## config.mk

```make
export PLATFORM = sky130hd
export DESIGN_NAME = loop_track_scheduler
export DESIGN_NICKNAME = d
export VERILOG_FILES = /design/src/rtl/loop_track_scheduler.sv
export SDC_FILE = /design/constraint.sdc
export NUM_CORES = 1
export LEC_CHECK = 0
export CORE_MARGIN = 4
export CORE_UTILIZATION = 56
export CTS_BUF_LIST = sky130_fd_sc_hd__clkbuf_4 sky130_fd_sc_hd__clkbuf_8 sky130_fd_sc_hd__clkbuf_16
export CTS_CLUSTER_DIAMETER = 200
export DETAILED_ROUTE_END_ITERATION = 16
export PLACE_DENSITY = 0.81
export SKIP_CTS_REPAIR_TIMING = 1
export SYNTH_ARGS = -nofsm -noshare
export SYNTH_HDL_FRONTEND = slang
export SYNTH_SLANG_ARGS = --single-unit
```

## constraint.sdc

```tcl
create_clock -name clk -period 4.9 [get_ports clk]
set_clock_uncertainty 0.15 [all_clocks]
set_input_delay 1.47 -clock clk [delete_from_list [all_inputs] [get_ports clk]]
set_output_delay 1.47 -clock clk [all_outputs]
set_load 0.1 [all_outputs]
```

## src/rtl/loop_track_scheduler.sv

```systemverilog
// loop_track_scheduler: per-sample RAM sequencer for a two-track looper.
// Each tick reads track 0, reads track 1, optionally writes the live
// sample, then emits the saturated mix and advances the loop position.
// Ports:
//   clk, rst_n (sync, active-low)
//   sample_tick, rec_en, rec_track, clr, sig_in : control and live audio
//   mem_req/we/addr/wdata, mem_rdata, mem_ack  : RAM controller handshake
//   sig_out, sample_valid                      : mixed audio output
//   loop_len, overrun, busy                    : status
module loop_track_scheduler #(
  parameter int ADDR_W = 23,
  parameter int LEN_W  = 20
) (
  input  logic                     clk,
  input  logic                     rst_n,
  input  logic                     sample_tick,
  input  logic                     rec_en,
  input  logic                     rec_track,
  input  logic                     clr,
  input  logic signed [15:0]       sig_in,
  output logic                     mem_req,
  output logic                     mem_we,
  output logic [ADDR_W-1:0]        mem_addr,
  output logic [15:0]              mem_wdata,
  input  logic [15:0]              mem_rdata,
  input  logic                     mem_ack,
  output logic signed [15:0]       sig_out,
  output logic                     sample_valid,
  output logic [LEN_W-1:0]         loop_len,
  output logic                     overrun,
  output logic                     busy
);

  typedef enum logic [2:0] {
    IDLE, RD0, RD1, WR, OUT
  } state_t;

  localparam logic [LEN_W-1:0] LEN_MAX = '1;
  localparam logic [LEN_W-1:0] ONE = LEN_W'(1);

  state_t            state;
  logic [LEN_W-1:0]  pos;
  logic [LEN_W-1:0]  pos_inc;
  logic [LEN_W-1:0]  eff_len;
  logic [LEN_W-1:0]  eff_pos;
  logic signed [15:0] cap_sig;
  logic signed [15:0] s0;
  logic signed [15:0] s1;
  logic              cap_rec;
  logic              cap_trk;
  logic              clr_pend;
  logic              play;

  assign busy    = (state != IDLE);
  assign play    = (loop_len != '0);
  assign pos_inc = pos + ONE;
  // A clr arriving with a tick in IDLE wins, so the tick sees define mode.
  assign eff_len = clr ? '0 : loop_len;
  assign eff_pos = clr ? '0 : pos;

  function automatic logic [ADDR_W-1:0] addr_of(
    input logic             trk,
    input logic [LEN_W-1:0] p
  );
    logic [ADDR_W-1:0] a;
    a = '0;
    a[LEN_W-1:0] = p;
    a[ADDR_W-1] = trk;
    return a;
  endfunction

  function automatic logic signed [15:0] sat16(
    input logic signed [15:0] a,
    input logic signed [15:0] b
  );
    logic signed [16:0] sum;
    sum = $signed({a[15], a}) + $signed({b[15], b});
    if (sum[16] != sum[15])
      return sum[16] ? 16'sh8000 : 16'sh7fff;
    return sum[15:0];
  endfunction

  always_ff @(posedge clk) begin
    if (!rst_n) begin
      state        <= IDLE;
      pos          <= '0;
      loop_len     <= '0;
      cap_sig      <= '0;
      cap_rec      <= 1'b0;
      cap_trk      <= 1'b0;
      s0           <= '0;
      s1           <= '0;
      clr_pend     <= 1'b0;
      mem_req      <= 1'b0;
      mem_we       <= 1'b0;
      mem_addr     <= '0;
      mem_wdata    <= '0;
      sig_out      <= '0;
      sample_valid <= 1'b0;
      overrun      <= 1'b0;
    end else begin
      sample_valid <= 1'b0;
      if (sample_tick && state != IDLE)
        overrun <= 1'b1;
      if (clr && state != IDLE)
        clr_pend <= 1'b1;

      unique case (state)
        IDLE: begin
          if (clr) begin
            loop_len <= '0;
            pos      <= '0;
          end
          if (sample_tick) begin
            cap_sig <= sig_in;
            cap_rec <= rec_en;
            cap_trk <= rec_track;
            if (eff_len != '0) begin
              state <= RD0;
            end else if (rec_en) begin
              state <= WR;
            end else if (eff_pos != '0) begin
              // Closing the loop: play position 0 on this same tick.
              loop_len <= eff_pos;
              pos      <= '0;
              state    <= RD0;
            end else begin
              state <= OUT;
            end
          end
        end

        // Each access state raises its request one cycle after entry,
        // which guarantees an idle cycle between back-to-back accesses.
        RD0: begin
          if (!mem_req) begin
            mem_req  <= 1'b1;
            mem_we   <= 1'b0;
            mem_addr <= addr_of(1'b0, pos);
          end else if (mem_ack) begin
            s0      <= mem_rdata;
            mem_req <= 1'b0;
            state   <= RD1;
          end
        end

        RD1: begin
          if (!mem_req) begin
            mem_req  <= 1'b1;
            mem_we   <= 1'b0;
            mem_addr <= addr_of(1'b1, pos);
          end else if (mem_ack) begin
            s1      <= mem_rdata;
            mem_req <= 1'b0;
            if (cap_rec) begin
              state <= WR;
            end else begin
              state        <= OUT;
              sample_valid <= 1'b1;
              sig_out      <= sat16(s0, mem_rdata);
            end
          end
        end

        WR: begin
          if (!mem_req) begin
            mem_req   <= 1'b1;
            mem_we    <= 1'b1;
            mem_addr  <= addr_of(cap_trk, pos);
            mem_wdata <= cap_sig;
          end else if (mem_ack) begin
            mem_req      <= 1'b0;
            mem_we       <= 1'b0;
            state        <= OUT;
            sample_valid <= 1'b1;
            sig_out      <= play ? sat16(s0, s1) : cap_sig;
          end
        end

        OUT: begin
          if (!sample_valid) begin
            // Entered without any access: emit the monitor sample now.
            sample_valid <= 1'b1;
            sig_out      <= cap_sig;
          end else begin
            state    <= IDLE;
            clr_pend <= 1'b0;
            if (clr || clr_pend) begin
              loop_len <= '0;
              pos      <= '0;
            end else if (play) begin
              pos <= (pos == loop_len - ONE) ? '0 : pos_inc;
            end else if (cap_rec) begin
              if (pos_inc == LEN_MAX) begin
                loop_len <= LEN_MAX;
                pos      <= '0;
              end else begin
                pos <= pos_inc;
              end
            end
          end
        end

        default: state <= IDLE;
      endcase
    end
  end

endmodule

```

==> results.md <==
* Status: finished clean
* Global-route usage over all layers at 30.17%
* Critical Path Sink Type: register
* Grt ovf at 0
* Clk slew on worst S/H paths at 0.06 ns
* Worst Setup SP: mem_rdata[0]
* CP Data Required Time at 5.05 ns
* Routed WL per cell at 18.69 um
* Latest clock arrival within the worst-skew pair at 0.44 ns
* Levels on crit path at 12
* Core Area at 15890 sq um
* Cts bufs inserted at 17
* PD cells at 535.2 nW/um^2
* Initial DRC Count at 908
* CTS Root Buffer Type: clkbuf_16
* Register bit count reported by yosys at 151
* Rows at 46
* Syn Std Cell Area at 9086 sq um
* F_max at 232.9 MHz
* Fill count at 1399
* Peak supply drop at 0.0004730 V
* Post-synth EDFFs at 0
* Nets at 1360
* Leak at 4.130 nW
* # clock sinks at 151
* Die area at 18330 sq um
* RSZ-0062 raised after global routing: no
* DIE HEIGHT at 135.4 um
* Detailed Route WL at 28260 um
* Pin count of the biggest net entering global routing at 105
* TritonRoute pass-1 iters at 8
* Initial Util at 57.20%
* Synthesized instance count at 1225
* Reg2Reg Depth at 10
* Min Tclk post-route at 4.293 ns
* Total of max-cap violations at 0
* Share of synthesized flip-flops with an asynchronous set or reset at 0%
* Final Power at 5.840 mW
* RR Startpoint: s0[11]
* Flip-flop and latch area at 3023 sq um
* Library cells used by synthesis at 75
* DP Area at 10280 sq um
* Arrival time worst endpoint at 4.45 ns
* Final Wtd Congestion at 0.9494
* Final instance area at 10910 sq um
* Largest delay share family, worst path: compound AO/OA/AOI/OAI gates
* Worst-margin pin slew at 1.138 ns
* Initial antenna violation count at 0
* H-Tree Depth at 4
* WP buf/inv at 2
* Hold Path Cell Cnt at 2
* YS warnings at 0
* Crit Path Max Fanout at 8
* HP Class: register to register
* Num ports at 119
* Final hold violations at 0
* Endpoints failing setup at 0
* Setup TNS at 0 ns
* Hold Path Origin: mem_addr[1]
* Via density at 6.216
* Fraction of layout cells with a size suffix above 1 at 5.324%
* Crit path launch type: input port
* Slew Viols, Final at 0
* Post-synthesis area per instance at 7.417 sq um
* Die W at 135.4 um
* Via count at 9398
* Crit path cell chain: clkdlybuf4s50_1, ha_1, fa_1, a21o_1, a31o_2, nand3_1, a31oi_1, o21ai_0, nor2_1, a21boi_0, buf_4, a41oi_1
* Vias in the first global route at 8620
* Slew Limit Headroom at 23.71%
* Fin Hold WS at 0.3029 ns
* First-pass GRT wire length at 44380 um
* Util after Layout at 68.68%
* Final period util at 87.62%
* Main synth FF type: dfxtp_1
* DRC viols at 0
* ANT nets after route at 0
* Sequential fraction of the synthesis area at 33.27%
* Area of the multi-input gates at 5619 sq um
* DP HPWL at 19810 um
* Diode count at 0
* Area grow syn2layout at 20.08%
* Clk buf depth at 2
* Port buffer count at 116
* Slowest stage cell, crit path: clkdlybuf4s50_1
* Slowest stage delay, CP at 0.44 ns
* Crit Path Category: input port to register
* CTS tree: built
kinds of logic (layout without fill, tap and decap cells):
family | after synthesis | in the layout | share of synthesized area, %
AND/OR/NAND/NOR | 495 | 495 | 25.39
buffers and inverters | 113 | 183 | 5.205
XOR/XNOR | 53 | 53 | 5.109
other | 1 | 2 | 0.04127
adder cells (fa/ha/maj) | 38 | 38 | 5.398
flip-flops | 151 | 151 | 33.27
AO/OA/AOI/OAI | 374 | 374 | 25.59
where the power goes:
group	switching [mW]	internal [mW]	leakage, nW
Clock	0.599	0.826	0.312
Sequential	0.239	1.39	1.22
Combinational	1.97	0.812	2.59
Total	2.81	3.03	4.13
placed cells by master (no fill, tap or decap), types with 8 or more instances in the layout:
cell type	n
inv_1	17
a21oi_1	167
xor2_1	18
nor2b_1	9
and3_1	12
nor4_1	11
clkdlybuf4s50_1	115
o21ai_0	50
o211ai_1	9
dfxtp_1	151
a31oi_1	20
nor2_1	98
clkbuf_16	17
a21o_1	15
nor3_1	23
and2_1	9
o221ai_1	12
a22oi_1	13
nand2_1	238
ha_1	36
buf_4	17
nand3_1	29
o21a_1	8
nand4_1	19
xnor2_1	35
cell type report:
type                    instances  share of cell area [%]
repair buffers                133                   11.90
clock buffers                  17                   3.899
inverters                      18                  0.6193
well taps                     216                   2.477
clock inverters                15                   1.892
flip-flops and latches        151                   27.71
multi-input cells             962                   51.50
registers in the layout, summed over array words and instances (netlist names), 3 cells and up:
signal / count
cap_sig: 16
loop_len: 20
mem_addr: 21
mem_wdata: 16
pos: 20
s0: 16
s1: 16
sig_out: 16
state: 3
worst register-to-register path, cell delays in order, from the launching register on:
cell,delay [ns]
dfxtp_1,0.33
ha_1,0.38
and3_1,0.29
a221oi_1,0.57
o21ai_1,0.24
nor2_1,0.59
nor4_1,0.12
a311oi_1,0.37
buf_4,0.24
o221ai_1,0.14
a41oi_1,0.27
per-stage QoR:
stage               worst slack, ns  std cells
floorplan                    0.8956       1226
global placement             0.2496       1480
detailed placement           0.1915       1480
CTS                          0.6516       1512
global route                 0.4926       1512
finish                       0.6068       1512
worst paths after layout:
kind,slack [ns],to
setup / recovery,0.61,sig_out[14]
hold / removal,0.30,mem_addr[1]
hold reg to reg,0.30,mem_addr[1]
setup reg to reg,1.13,sig_out[0]
cells in the mapped netlist, drive strengths merged (10+ instances only):
library cell / count / share of area [%]
inv: 18 / 0.74
a31oi: 20 / 1.4
o221ai: 12 / 1.2
a22oi: 13 / 1.1
nor3: 24 / 1.3
and3: 14 / 1.1
nor2: 98 / 4.0
nor4: 14 / 1.3
buf: 16 / 1.2
xor2: 18 / 1.7
xnor2: 35 / 3.4
a21oi: 167 / 9.2
nand4: 20 / 1.4
clkbuf: 79 / 3.3
o21ai: 53 / 2.9
a21o: 15 / 1.2
and2: 10 / 0.69
nand2: 238 / 9.8
nand3: 30 / 1.8
dfxtp: 151 / 33
ha: 36 / 5.0
per-layer routing:
layer  vias up  track usage (%)  share of wire, %
li1       4506                -                 -
met1      4389            35.60                40
met2       409            52.49                48
met3        94            6.315               7.1
met4         0            13.94               4.6
met5         -                0                 0
No activity file was read; power rests on OpenSTA's default activity.
